<file path="src/rtl/seq_match_display.sv">
// Programmable one-hot symbol sequence detector with BCD match counter and 7-segment drive.
// Optional feature: define SEQ_OVERLAP_EN to keep history after a match so overlapping matches count.
module seq_match_display #(
    parameter int unsigned N_SYM   = 3,
    parameter int unsigned PAT_LEN = 3,
    parameter logic [PAT_LEN*$clog2(N_SYM)-1:0] PATTERN = {2'd0, 2'd1, 2'd0},
    parameter int unsigned DIGITS  = 2
) (
    input  logic                  ck,
    input  logic                  rs,
    input  logic [N_SYM-1:0]      sym,
    input  logic                  clr,
    output logic [7*DIGITS-1:0]   p,
    output logic [4*DIGITS-1:0]   cnt,
    output logic                  c1,
    output logic                  c2,
    output logic                  err
);

    localparam int unsigned IDX_W  = $clog2(N_SYM);
    localparam int unsigned HW     = PAT_LEN * IDX_W;
    localparam int unsigned FILL_W = $clog2(PAT_LEN + 1);
    localparam int unsigned CW     = 4 * DIGITS;
    localparam int unsigned NEW_SH = IDX_W * (PAT_LEN - 1);

    logic [HW-1:0]     hist, hist_nxt;
    logic [FILL_W-1:0] fill, fill_nxt;
    logic [CW-1:0]     cnt_q, cnt_nxt;
    logic              c1_q, c2_q, c2_nxt, err_q, err_nxt;

    logic [IDX_W-1:0]  sym_idx;
    logic              legal, illegal, match, carry;
    logic [3:0]        dig;

    // One-hot classification and index encode
    always_comb begin
        sym_idx = '0;
        legal   = (sym != '0) && ((sym & (sym - N_SYM'(1))) == '0);
        illegal = (sym != '0) && !legal;
        for (int i = 0; i < N_SYM; i++) begin
            if (sym[i]) sym_idx = IDX_W'(i);
        end
    end

    // Next-state: history shift (newest symbol at the top slice), match, BCD count, sticky flags
    always_comb begin
        hist_nxt = hist;
        fill_nxt = fill;
        cnt_nxt  = cnt_q;
        c2_nxt   = c2_q;
        err_nxt  = err_q;
        match    = 1'b0;
        carry    = 1'b0;
        dig      = '0;

        if (illegal) begin
            hist_nxt = '0;
            fill_nxt = '0;
            err_nxt  = 1'b1;
        end else if (legal) begin
            hist_nxt = (hist >> IDX_W) | (HW'(sym_idx) << NEW_SH);
            fill_nxt = (fill == FILL_W'(PAT_LEN)) ? fill : fill + FILL_W'(1);
            match    = (fill_nxt == FILL_W'(PAT_LEN)) && (hist_nxt == PATTERN);
        end

`ifdef SEQ_OVERLAP_EN
`else
        if (match) fill_nxt = '0;
`endif

        carry = match;
        for (int d = 0; d < DIGITS; d++) begin
            dig = cnt_q[4*d +: 4];
            if (carry) begin
                if (dig == 4'd9) begin
                    dig = 4'd0;
                end else begin
                    dig   = dig + 4'd1;
                    carry = 1'b0;
                end
            end
            cnt_nxt[4*d +: 4] = dig;
        end
        if (carry) c2_nxt = 1'b1;

        // Clear dominates count and overflow; an illegal symbol on the same edge is still recorded
        if (clr) begin
            cnt_nxt = '0;
            c2_nxt  = 1'b0;
            err_nxt = illegal;
        end
    end

    always_ff @(posedge ck or negedge rs) begin
        if (!rs) begin
            hist  <= '0;
            fill  <= '0;
            cnt_q <= '0;
            c1_q  <= 1'b0;
            c2_q  <= 1'b0;
            err_q <= 1'b0;
        end else begin
            hist  <= hist_nxt;
            fill  <= fill_nxt;
            cnt_q <= cnt_nxt;
            c1_q  <= match;
            c2_q  <= c2_nxt;
            err_q <= err_nxt;
        end
    end

    function automatic logic [6:0] seg7(input logic [3:0] v);
        case (v)
            4'd0:    seg7 = 7'h3F;
            4'd1:    seg7 = 7'h06;
            4'd2:    seg7 = 7'h5B;
            4'd3:    seg7 = 7'h4F;
            4'd4:    seg7 = 7'h66;
            4'd5:    seg7 = 7'h6D;
            4'd6:    seg7 = 7'h7D;
            4'd7:    seg7 = 7'h07;
            4'd8:    seg7 = 7'h7F;
            4'd9:    seg7 = 7'h6F;
            default: seg7 = 7'h00;
        endcase
    endfunction

    // Segment decode straight off the registered count
    always_comb begin
        p = '0;
        for (int d = 0; d < DIGITS; d++) begin
            p[7*d +: 7] = seg7(cnt_q[4*d +: 4]);
        end
    end

    assign cnt = cnt_q;
    assign c1  = c1_q;
    assign c2  = c2_q;
    assign err = err_q;

endmodule

</file>
<file path="config.mk">
export PLATFORM = sky130hd
export DESIGN_NAME = seq_match_display
export DESIGN_NICKNAME = d
export VERILOG_FILES = /design/src/rtl/seq_match_display.sv
export SDC_FILE = /design/constraint.sdc
export NUM_CORES = 1
export LEC_CHECK = 0
export BUFFER_PORTS_ARGS = -buffer_cell sky130_fd_sc_hd__buf_2
export CORE_UTILIZATION = 57
export DETAILED_ROUTE_END_ITERATION = 7
export PLACE_DENSITY_LB_ADDON = 0.3
export RECOVER_POWER = 50
export SYNTH_ARGS = -nofsm -noshare
export SYNTH_HDL_FRONTEND = slang
export SYNTH_SLANG_ARGS = --single-unit
</file>
<file path="constraint.sdc">
create_clock -name ck -period 2.9 [get_ports ck]
set_input_delay 0.435 -clock ck [delete_from_list [all_inputs] [get_ports ck]]
set_output_delay 0.435 -clock ck [all_outputs]
set_load 0.02 [all_outputs]
</file>
Word level (Yosys, flattened, before mapping). Memories as Yosys holds them, arrays and structs flattened. Cells that the tools add are included.

Input port bits: 6. Flip-flop bits (word level): 19. Memories: 2. ROM bits: 224. Output and inout port bits: 25. Latch bits: 0. Logic and storage cells: 55. Bits in writable memories: 0.

Memory list: (name not given) (depth 16, bits a word 7, rd ports 1, clocked after Yosys merged registers in 0, wr ports 0, line 113) `case (v)`; (name not given) (depth 16, bits a word 7, rd ports 1, clocked after Yosys merged registers in 0, wr ports 0, line 113).

Reduce and logical (&&, ||, !) cells: 12. Equality and inequality tests: 5. Bitwise gates (word level): 2. Shift operators: 0. Add/sub/neg operators: 4. Div/mod/pow operators: 0. $mul: 0. Mux-type cells: 23. Order comparisons: 0.

Operators with widths (number): $mux W4 (4); $mux W6 (2); $mux W1 (11); $mux W2 (5); $reduce_bool A2 Y1 (5); $add A4 B1 Y4 const B (2); $eq A4 B4 Y1 const B (2); $mux W8 (1); $eq A6 B3 Y1 const B (1); $or A4 B6 Y6 (1); $reduce_bool A3 Y1 (2); $eq A2 B2 Y1 const B (2); $and A3 B3 Y3 (1); $logic_and A1 B1 Y1 (3); $logic_not A3 Y1 (1); $sub A3 B1 Y3 const B (1); $add A2 B1 Y2 const B (1); $logic_not A1 Y1 (1).

Logic depth before layout (Yosys ltp).
Word-level depth: 11. Depth in mapped cells: 6. Depth with buffers taken out: 6.

Worst setup path before layout. Ideal clock, no wire load.

Path kind: flip-flop to output port. Start: register cnt_q[1], in the netlist cnt[1]. End: output p[0]. Stages on the path, launching flop included: 6. Data required time: 2.465 ns. Setup slack: 0.899 ns. Arrival time: 1.566 ns. Buffers on the path: 0. Path through: dfrtp_1 -> inv_1 -> ha_1 -> nor2_1 -> a21oi_1 -> o21ai_0.

Cells in the longest elaborated chain, start to end: 1.

RTL lines: from (decl) (line 28) `logic [CW-1:0] cnt_q, cnt_nxt;`; from (signal assigned) (line 105) `cnt_q <= cnt_nxt;`; $mem_v2 Z16 W7; to (decl) (line 13) `output logic [7*DIGITS-1:0] p,`.

Every way passes these cells.

Worst setup path after layout.
Start: register cnt_q[5], in the netlist cnt[5]. End: output p[10].

Same word-level chain as after synthesis.

==> results.json <==
{
  "yosys_warnings": 0,
  "clk_latency_ns": 0.29,
  "grt_overflow": 0,
  "post_cts_buffers": 0,
  "slew_headroom_pct": 40.2,
  "finalSetupTns_ns": 0,
  "worstPathRequired_ns": 2.47,
  "synth_most_common_cell": "dfrtp_1",
  "grt_max_degree": 18,
  "cts_sinks": 17,
  "cts_tree": "done",
  "die-width_um": 50.0,
  "viasPerCell": 5.56,
  "status": "finished clean",
  "vias": 1173,
  "cpLargestDelayFamily": "flip-flops",
  "n_antenna_cell": 0,
  "setup_viol": 0,
  "ys_types": 34,
  "initial_core_util_pct": 60.0,
  "syn_avg_cell_area_um2": 8.37,
  "netlist_area_um2": 1310,
  "crit_path_max_fanout": 11,
  "yosysTopAreaCell": "dfrtp_1",
  "io_buffers": 30,
  "switchingPower_mw": 0.106,
  "antenna_found_initial": 0,
  "finalWorstSetupSlack_ns": 0.713,
  "finClkSkew_ns": 0.00349,
  "rows": 17,
  "ys_ff_latch": 17,
  "die_y_um": 50.0,
  "cts_buffer_depth": 2,
  "power_frac_comb_pct": 11.1,
  "clk_pin_slew_ns": 0.09,
  "ys_top_cells_by_area": "dfrtp_1 32%, ha_1 15%, o21ai_0 5.0%",
  "area_growth_pct": 12.0,
  "dp.cells": 207,
  "hold_violations": 0,
  "crit_type": "reg -> out",
  "switching_share_pct": 25.2,
  "grt_first_pass_wirelength_mm": 4.64,
  "endpoint_kind": "output pin",
  "cts-htree-levels": 1,
  "routedWlPerCell_um": 12.6,
  "dr.pass1.iters": 4,
  "synth_commonest_cells": "17 x dfrtp_1, 16 x ha_1, 16 x nor2_1, 14 x inv_1, 14 x nand2_1",
  "worstPathBufferInverterCount": 3,
  "yosysSeqAreaShare_pct": 32.4,
  "rsz0062_at_grt": "false",
  "worst_ep_arrival_time_ns": 1.75,
  "yosysTopAreaCellShare_pct": 32.4,
  "crit_path_frequent_cell": "inv_1",
  "worstMarginPinSlew_ns": 0.897,
  "cp_cell_sequence": "inv_1 -> ha_1 -> inv_1 -> o21ai_0 -> buf_2",
  "first_global_vias": 1083,
  "place_congestion": 0.809,
  "synth-edff-count": 0,
  "syn_nets": 179,
  "dp_hpwl_mm": 1.95,
  "hold_buffers": 0,
  "die-area_um2": 2500,
  "syn_inst": 157,
  "nFillCells": 179,
  "pwr-share-seq_pct": 59.9,
  "p_leak_nw": 0.710,
  "powerDensity_nw_per_um2": 287,
  "async_reset_ff_share_pct": 100,
  "final_cells": 211,
  "drive_gt1_share_pct": 15.8,
  "synthFlopType": "dfrtp_1",
  "antenna_left": 0,
  "cts_resized": 0,
  "pwr-share-clk_pct": 29.1,
  "fin_util_pct": 67.2,
  "finalMaxSlewViolations": 0,
  "critPathLaunchType": "register",
  "cts_inserted_buffers": 3,
  "period_share_pct": 75.4,
  "ir_drop_mv": 0.339,
  "grt.total_usage_pct": 24.1,
  "routed_wl_mm": 2.66,
  "slowest_stage": "dfrtp_1",
  "cap_violations": 0,
  "drc": 0,
  "pin_count": 31,
  "root_buffer": "clkbuf_4",
  "drt_iter0_drc": 24,
  "min_path_type": "in -> async",
  "cpPeakStageDelay_ns": 0.57,
  "finalNetCount": 206,
  "max_freq_mhz": 457,
  "hold_ws_ns": 0.237,
  "fp.coreArea_um2": 2190,
  "fin_crit_ns": 2.19,
  "pre_cts_slack_ns": 0.939,
  "intPower_mw": 0.316
}
-- cell families after synthesis --
kind of cell / synth area share [%]
AND/OR/NAND/NOR: 21.9
AO/OA/AOI/OAI: 20.5
buffers and inverters: 6.38
flip-flops: 32.4
adder cells (fa/ha/maj): 15.2
multiplexers: 2.29
XOR/XNOR: 1.33
-- cell type report --
cell class / count / area (um2) / share of cell area (%)
clock buffers: 4 / 26.3 / 1.79
inverters: 14 / 52.6 / 3.57
repair buffers: 30 / 143 / 9.69
well taps: 28 / 35.0 / 2.38
multi-input cells: 118 / 790 / 53.7
flip-flops and latches: 17 / 425 / 28.9
-- flip-flops by register name, summed over array words and instances, names as in the netlist --
name  count
c1        1
c2        1
cnt       8
err       1
fill      2
hist      4
-- per-stage QoR --
stage	area, um2	power (mW)
after global routing	1470	0.443
after global placement	1470	0.305
after CTS	1490	0.427
after floorplan	1310	0.290
after detailed placement	1470	0.306
final	1470	0.422
-- placed cells by master (no fill, tap or decap) --
| cell | instances |
|---|---|
| nor4b_1 | 1 |
| a21o_1 | 2 |
| clkbuf_1 | 7 |
| o221ai_1 | 2 |
| inv_1 | 14 |
| nor2_1 | 16 |
| nand3b_2 | 1 |
| and4b_1 | 1 |
| nor3b_2 | 1 |
| a22o_1 | 1 |
| a211o_1 | 1 |
| or3_1 | 4 |
| nor3_1 | 2 |
| or4_1 | 1 |
| a31oi_1 | 4 |
| a21oi_1 | 11 |
| o21ai_0 | 13 |
| o22ai_1 | 5 |
| xnor2_1 | 2 |
| dfrtp_1 | 17 |
| a2bb2oi_1 | 1 |
| ha_1 | 16 |
| nand2b_1 | 3 |
| nand2_1 | 14 |
| nand4_1 | 2 |
| a221oi_1 | 1 |
| nor2b_1 | 2 |
| and3b_1 | 1 |
| clkbuf_4 | 3 |
| a32o_1 | 1 |
| o21a_1 | 2 |
| mux2i_1 | 3 |
| buf_2 | 24 |
| nand3_1 | 3 |
| nor3b_1 | 1 |
-- metal layers --
layer / vias to the layer above / wire (um) / global-route usage (%)
li1: 596 / - / -
met1: 549 / 1310 / 30.6
met2: 25 / 1250 / 40.9
met3: 3 / 97 / 7.10
met5: - / 0 / 0
met4: 0 / 4 / 3.33
-- worst paths after layout --
path	end	cells past startpoint	slack, ns	from
max reg2reg	cnt[3]$_DFFE_PN0P_	4	0.78	hist[5]$_DFFE_PN0P_
min reg2reg	fill[0]$_DFFE_PN0P_	2	0.52	fill[0]$_DFFE_PN0P_
min in group ck	cnt[0]$_DFFE_PN0P_	2	0.46	clr
max in group asynchronous	err$_DFFE_PN0P_	1	2.11	rs
min	hist[4]$_DFFE_PN0P_	1	0.24	rs
max	p[10]	5	0.71	cnt[5]$_DFFE_PN0P_
-- power by group through the flow --
stage,clock network [mW],registers [mW],logic (mW)
after floorplan,0,0.258,0.0318
after global placement,0,0.257,0.0475
after detailed placement,0,0.258,0.0489
after CTS,0.125,0.253,0.0487
after global routing,0.135,0.254,0.0530
final,0.123,0.253,0.0468
Note: power is estimated with default switching activity, not from simulation.
